### config.mk
export PLATFORM = sky130hd
export DESIGN_NAME = mouse_packet_tracker
export DESIGN_NICKNAME = d
export VERILOG_FILES = /design/src/rtl/mouse_packet_tracker.sv
export SDC_FILE = /design/constraint.sdc
export NUM_CORES = 1
export LEC_CHECK = 0
export BUFFER_PORTS_ARGS = -buffer_cell sky130_fd_sc_hd__buf_2
export CORE_ASPECT_RATIO = 1.75
export CORE_UTILIZATION = 64
export CTS_CLUSTER_DIAMETER = 200
export DETAILED_ROUTE_END_ITERATION = 10
export HOLD_SLACK_MARGIN = 0.02
export PLACE_DENSITY = 0.86
export SETUP_SLACK_MARGIN = 0.4
export SLEW_MARGIN = 5
export SYNTH_ARGS = -nofsm -noshare
export SYNTH_HDL_FRONTEND = slang
export SYNTH_SLANG_ARGS = --single-unit
### constraint.sdc
create_clock -name CLK -period 8.56 [get_ports CLK]
set_input_delay 2.568 -clock CLK [delete_from_list [all_inputs] [get_ports CLK]]
set_output_delay 2.568 -clock CLK [all_outputs]
set_load 0.01 [all_outputs]
### src/rtl/mouse_packet_tracker.sv
// rtl/mouse_packet_tracker.sv - PS/2 mouse packet decoder and X/Y/Z position tracker; define MOUSE_WHEEL_EN for 4-byte wheel packets
module mouse_packet_tracker #(
  parameter int X_MAX       = 159,
  parameter int Y_MAX       = 119,
  parameter int X_INIT      = 80,
  parameter int Y_INIT      = 60,
  parameter int TIMEOUT_CYC = 2_000_000
) (
  input  logic       CLK,
  input  logic       RESET,
  input  logic [7:0] BYTE_IN,
  input  logic       BYTE_VALID,
  input  logic       BYTE_ERROR,
  input  logic       STREAM_EN,
  output logic [3:0] MOUSE_STATUS,
  output logic [7:0] MOUSE_X,
  output logic [7:0] MOUSE_Y,
  output logic [7:0] MOUSE_Z,
  output logic       SEND_INTERRUPT,
  output logic       PKT_ERROR
);

  localparam int                CNT_W    = (TIMEOUT_CYC > 2) ? $clog2(TIMEOUT_CYC) : 1;
  localparam logic [CNT_W-1:0]  CNT_LAST = CNT_W'(TIMEOUT_CYC - 1);
  localparam logic signed [9:0] X_MAX_S  = 10'(X_MAX);
  localparam logic signed [9:0] Y_MAX_S  = 10'(Y_MAX);

`ifdef MOUSE_WHEEL_EN
  typedef enum logic [2:0] {
    S_IDLE   = 3'd0,
    S_B1     = 3'd1,
    S_B2     = 3'd2,
    S_B3     = 3'd3,
    S_UPDATE = 3'd4
  } state_t;
`else
  typedef enum logic [2:0] {
    S_IDLE   = 3'd0,
    S_B1     = 3'd1,
    S_B2     = 3'd2,
    S_UPDATE = 3'd4
  } state_t;
`endif

  state_t           state_q;
  state_t           state_d;
  logic [CNT_W-1:0] cnt_q;

  // Header byte fields kept from byte0 (bit 3 is always 1 and not stored)
  logic       ovf_y_q;
  logic       ovf_x_q;
  logic       sgn_y_q;
  logic       sgn_x_q;
  logic [2:0] btn_q;
  logic [7:0] b1_q;
  logic [7:0] dy_byte;

  logic take_b0;
  logic take_b1;
  logic take_b2;
  logic take_last;
  logic abort;
  logic in_pkt;
  logic timeout_hit;
  logic byte_taken;

  logic signed [9:0] dx;
  logic signed [9:0] dy;
  logic signed [9:0] x_sum;
  logic signed [9:0] y_sum;
  logic [7:0]        x_new;
  logic [7:0]        y_new;

  assign in_pkt      = (state_q != S_IDLE) && (state_q != S_UPDATE);
  assign timeout_hit = in_pkt && (cnt_q == CNT_LAST);
  assign byte_taken  = take_b0 | take_b1 | take_b2 | take_last;

  // State register
  always_ff @(posedge CLK or posedge RESET) begin
    if (RESET) state_q <= S_IDLE;
    else       state_q <= state_d;
  end

  // Next-state and byte-capture decode; errors abort any collecting state, UPDATE re-evaluates bytes as byte0
  always_comb begin
    state_d   = state_q;
    take_b0   = 1'b0;
    take_b1   = 1'b0;
    take_b2   = 1'b0;
    take_last = 1'b0;
    abort     = 1'b0;
    if (!STREAM_EN) begin
      state_d = S_IDLE;
    end else if (BYTE_ERROR && (state_q != S_UPDATE)) begin
      abort = 1'b1;
    end else begin
      case (state_q)
        S_IDLE, S_UPDATE: begin
          state_d = S_IDLE;
          if (BYTE_VALID && BYTE_IN[3]) begin
            take_b0 = 1'b1;
            state_d = S_B1;
          end
        end
        S_B1: begin
          if (BYTE_VALID) begin
            take_b1 = 1'b1;
            state_d = S_B2;
          end else if (timeout_hit) begin
            abort = 1'b1;
          end
        end
        S_B2: begin
          if (BYTE_VALID) begin
`ifdef MOUSE_WHEEL_EN
            take_b2 = 1'b1;
            state_d = S_B3;
`else
            take_last = 1'b1;
            state_d   = S_UPDATE;
`endif
          end else if (timeout_hit) begin
            abort = 1'b1;
          end
        end
`ifdef MOUSE_WHEEL_EN
        S_B3: begin
          if (BYTE_VALID) begin
            take_last = 1'b1;
            state_d   = S_UPDATE;
          end else if (timeout_hit) begin
            abort = 1'b1;
          end
        end
`endif
        default: state_d = S_IDLE;
      endcase
    end
    if (abort) state_d = S_IDLE;
  end

  // Inter-byte timeout counter, running only while a packet is partially collected
  always_ff @(posedge CLK or posedge RESET) begin
    if (RESET)                                        cnt_q <= '0;
    else if (!STREAM_EN || !in_pkt || byte_taken || abort) cnt_q <= '0;
    else                                              cnt_q <= cnt_q + CNT_W'(1);
  end

  // Packet byte capture
  always_ff @(posedge CLK or posedge RESET) begin
    if (RESET) begin
      ovf_y_q <= 1'b0;
      ovf_x_q <= 1'b0;
      sgn_y_q <= 1'b0;
      sgn_x_q <= 1'b0;
      btn_q   <= 3'd0;
      b1_q    <= 8'd0;
    end else begin
      if (take_b0) begin
        ovf_y_q <= BYTE_IN[7];
        ovf_x_q <= BYTE_IN[6];
        sgn_y_q <= BYTE_IN[5];
        sgn_x_q <= BYTE_IN[4];
        btn_q   <= BYTE_IN[2:0];
      end
      if (take_b1) b1_q <= BYTE_IN;
    end
  end

`ifdef MOUSE_WHEEL_EN
  logic [7:0] b2_q;

  // Y movement byte is held until the wheel byte completes the packet
  always_ff @(posedge CLK or posedge RESET) begin
    if (RESET)        b2_q <= 8'd0;
    else if (take_b2) b2_q <= BYTE_IN;
  end

  assign dy_byte = b2_q;
`else
  assign dy_byte = BYTE_IN;
`endif

  // Signed 10-bit movement with overflow squash and clamping to the screen
  always_comb begin
    dx    = ovf_x_q ? 10'sd0 : $signed({sgn_x_q, sgn_x_q, b1_q});
    dy    = ovf_y_q ? 10'sd0 : $signed({sgn_y_q, sgn_y_q, dy_byte});
    x_sum = $signed({2'b00, MOUSE_X}) + dx;
    y_sum = $signed({2'b00, MOUSE_Y}) - dy;
    x_new = x_sum[7:0];
    y_new = y_sum[7:0];
    if (x_sum < 10'sd0)        x_new = 8'd0;
    else if (x_sum > X_MAX_S)  x_new = 8'(X_MAX);
    if (y_sum < 10'sd0)        y_new = 8'd0;
    else if (y_sum > Y_MAX_S)  y_new = 8'(Y_MAX);
  end

  // Published position/status and one-cycle event pulses, registered as the last byte lands
  always_ff @(posedge CLK or posedge RESET) begin
    if (RESET) begin
      MOUSE_X        <= 8'(X_INIT);
      MOUSE_Y        <= 8'(Y_INIT);
      MOUSE_STATUS   <= 4'd0;
      SEND_INTERRUPT <= 1'b0;
      PKT_ERROR      <= 1'b0;
    end else begin
      SEND_INTERRUPT <= take_last;
      PKT_ERROR      <= abort;
      if (take_last) begin
        MOUSE_X      <= x_new;
        MOUSE_Y      <= y_new;
        MOUSE_STATUS <= {ovf_y_q | ovf_x_q, btn_q};
      end
    end
  end

`ifdef MOUSE_WHEEL_EN
  // Wheel count wraps modulo 256 with the sign-extended low nibble of byte3
  always_ff @(posedge CLK or posedge RESET) begin
    if (RESET)          MOUSE_Z <= 8'd0;
    else if (take_last) MOUSE_Z <= MOUSE_Z + {{4{BYTE_IN[3]}}, BYTE_IN[3:0]};
  end
`else
  assign MOUSE_Z = 8'd0;
`endif

endmodule
==> reports/results.txt <==
At the end of routability-driven placement, the weighted congestion stood at 0.954. Adding up every negative setup slack in the final design gives 0 ns. Setup repair after global routing left no endpoint under its margin. The number of max-slew violations in the final report came out at 0. The post-route clock skew was 0.0198 ns. Critical path's largest stage delay: 0.43 ns. Initial antenna violation count: 0.

The proportion of synthesized flip-flops having asynchronous set or reset was 1.00. In the routed design, unresolved DRC markers number 0. In this run the static leakage power is 1.97 nW. The buffers plus inverters on the worst setup path is 2, and the post-place instance area is 4050 sq um. The run gives 213 MHz as the maximum clock frequency. The run gives 0 as the post-CTS setup buffer count. The core region is 5880 sq um.

The number of cells on the worst reg-to-reg path is 8. The post-synthesis register bit count was 61; the combined area of all synthesized cells was 3880 sq um. The part of the cycle the worst path needs came out at 0.547. TritonCTS built the clock tree. The number of antenna diodes in the final layout is 0. The critical-path maximum fanout is 5.

The required time at the worst-slack endpoint came out at 8.79 ns. Buffers inserted during clock tree synthesis total 9. After detailed routing, the average wire length per cell comes to 17.1 microns.

At the pin with the least slew margin, the transition time is 0.774 ns. Walking the worst path, the cells encountered are buf_2 > nor2b_1 > ha_1 > inv_1 > fa_1 > a211oi_1 > o32ai_1 > a221oi_2 > nor4_2 > a311oi_1. Max-cap check violation count: 0. The clock tree synthesis step divided the H-tree into 3 levels.

The starting density of the core was 0.660. In this run, placement finished with an instance count of 503. The kind of cell with the highest combined delay along the critical path is compound AO/OA/AOI/OAI gates.

Setup violations remaining at the end of the flow were counted as 0. The logs give 6390 sq um for the area enclosed by the die boundary and 0.396 for the sequential fraction of the synthesis area. The area growth from synthesis to layout is 8.84%.

The critical path's slowest cell was fa_1. By startpoint and endpoint, the worst setup path is classified as input pin to flip-flop. After clock tree synthesis, the flow added hold-fix buffers numbering 0. The clock sink total is 61, and the number of global-route vias before repair is 3275. For the finished layout, the period the worst path requires is 4.69 ns. After synthesis, the mean cell area works out to 9.53 sq um.

The first global-routing pass estimated 14800 microns of wire. In this run the vertical extent of the chip is 105 microns. For the total via count after detailed routing, the log shows 3203. After clock tree synthesis, the repair step resized 0 gates. The overall routing resource usage was 0.317; the die outline width was 60.8 microns. STA classifies the critical path startpoint as an input pin. Power comes to 0.724 mW.

For this run the aggregate overflow at the end of global routing stands at 0. The clock reaches the later pin of the worst-skew pair after 0.35 ns. The finished layout cell area is 4220 sq um, and the count of input and output buffers is 34.

Tightest slew margin relative to the limit: 0.484. For the maximum number of pins on one net before global-route repair, the log shows 62. Counting buffers and inverters, the worst setup path is 10 cells deep. Clock-pin slew was measured on the worst setup and hold paths at 0.08 ns.

Instance count along the most critical hold path: 1. Worst hold path class: flip-flop to flip-flop. The HPWL after detailed placement is 6660 microns. Leaving out filler cells and counting taps, the final layout contains 519. The number of nets in the finished design came out at 469. The commonest register cell after synthesis was dfrtp_1. The first routing iteration left 236 violations. The final design utilization is 0.718. Yosys mapped a number of flops with a built-in enable equal to 0. The flow ran to the end, and the final reports show no timing, DRC or antenna violations. For this run, the number of Yosys warnings is 0. The fraction of layout instances using a drive strength above 1 is 0.197.

The run gives 0 as the number of hold violations in the final report. Yosys mapped the design onto 71 distinct sky130hd cell types. Across the VDD grid, the largest voltage drop is 138 uV. In the synthesized netlist, the number of instances is 407.

Pin placement for this block handled 43 I/O pins. The floorplan has 37 rows. The pre-antenna-repair detailed-routing pass consisted of 6 iterations. Power spread over the standard cell area amounts to 171 nW/um^2. Counting along the longest clock path gives a buffer depth of 2. The routed design has 8860 microns of wire. The clock root buffer is clkbuf_8. The detail route stage leaves a number of antenna-violating nets equal to 0. The kind of capture point of the worst setup path was a flip-flop.

Dividing the detail-routed via count by the number of cells gives 6.17. Data on the critical path arrives at its endpoint at 4.92 ns. The final-layout fill cell count is 461.
layout by cell type (no fill, tap or decap), types with 10 or more instances in the layout:
cell type,n
dfrtp_1,55
nor2_1,42
buf_2,34
nand2_1,27
ha_1,18
a21oi_1,17
nand2b_1,16
mux2_2,15
xnor2_1,15
o21ai_0,14
inv_1,13
nor2b_1,11
xor2_1,10
cell type report:
cell class | count | area, sq um | area share
clock buffers | 9 | 124 | 0.0294
clock inverters | 7 | 51.3 | 0.0122
inverters | 14 | 52.6 | 0.0125
multi-input cells | 314 | 2180 | 0.516
flip-flops and latches | 61 | 1530 | 0.363
well taps | 78 | 97.6 | 0.0231
repair buffers | 36 | 185 | 0.0439
worst register-to-register path, stage by stage (launching register included):
cell	delay [ns]
dfrtp_1	0.54
nor2b_1	0.09
ha_1	0.23
fa_1	0.43
a211oi_1	0.47
nor4b_1	0.11
or3b_2	0.48
o22ai_1	0.38
a31oi_1	0.17
synth_stat cells, drive strengths merged, types with 3 or more instances:
master	n	area share
a31oi	8	0.013
xor2	10	0.023
dfrtp	55	0.35
buf	12	0.024
a21oi	17	0.022
and2	5	0.0081
or3b	4	0.0090
a21o	6	0.012
a311oi	4	0.0090
inv	14	0.014
xnor2	15	0.034
ha	18	0.058
nor3	9	0.012
nand2	27	0.026
a211oi	9	0.017
nor2	42	0.041
o21ai	14	0.018
o21a	5	0.0097
dfstp	6	0.041
nor4	4	0.0081
nand4	7	0.011
nand3	8	0.010
clkbuf	13	0.013
or3	5	0.0097
nand2b	16	0.026
o31ai	3	0.0071
nor2b	11	0.018
mux2	15	0.044
a32o	3	0.0077
worst paths after layout:
check / end / start / slack, ns
setup reg to reg: MOUSE_X[0] / ovf_x_q / 5.52
min in group asynchronous: MOUSE_STATUS[3] / RESET / 2.43
hold / removal: cnt_q[0] / cnt_q[0] / 0.45
max in group asynchronous: MOUSE_X[2] / RESET / 5.60
setup / recovery: MOUSE_Y[1] / BYTE_IN[0] / 3.87
hold reg to reg: cnt_q[0] / cnt_q[0] / 0.45
per-layer routing:
layer / track usage / wire length, microns / up-vias
met5: 0 / 0 / -
met4: 0.167 / 352 / 0
met3: 0.0879 / 402 / 31
met2: 0.532 / 4900 / 105
met1: 0.347 / 3210 / 1548
li1: - / - / 1519
registers in the layout, indices dropped and copies added, names as in the netlist:
register and count:
sgn_y_q 1, btn_q 3, SEND_INTERRUPT 1, ovf_y_q 1, MOUSE_STATUS 4, sgn_x_q 1, state_q 3, ovf_x_q 1
MOUSE_X 8, MOUSE_Y 8, b1_q 8, cnt_q 21, PKT_ERROR 1
power by group:
group / internal [mW] / switching [mW]
Sequential: 0.307 / 0.0170
Clock: 0.106 / 0.122
Combinational: 0.0748 / 0.0976
Total: 0.487 / 0.236
stage by stage:
step / hold slack (ns) / worst slack [ns]
global route: 0.478 / 3.71
detailed placement: 0.444 / 3.54
CTS: 0.455 / 3.90
floorplan: 0.422 / 4.00
finish: 0.454 / 3.87
global placement: 0.435 / 3.70
logic make-up after synthesis:
kind of cell / after synthesis / share of synthesized area
AND/OR/NAND/NOR: 156 / 0.219
AO/OA/AOI/OAI: 89 / 0.164
flip-flops: 61 / 0.396
buffers and inverters: 39 / 0.0500
XOR/XNOR: 25 / 0.0565
adder cells (fa/ha/maj): 20 / 0.0684
multiplexers: 16 / 0.0461
other: 1 / 0.000967
No activity file was read; power rests on OpenSTA's default activity.
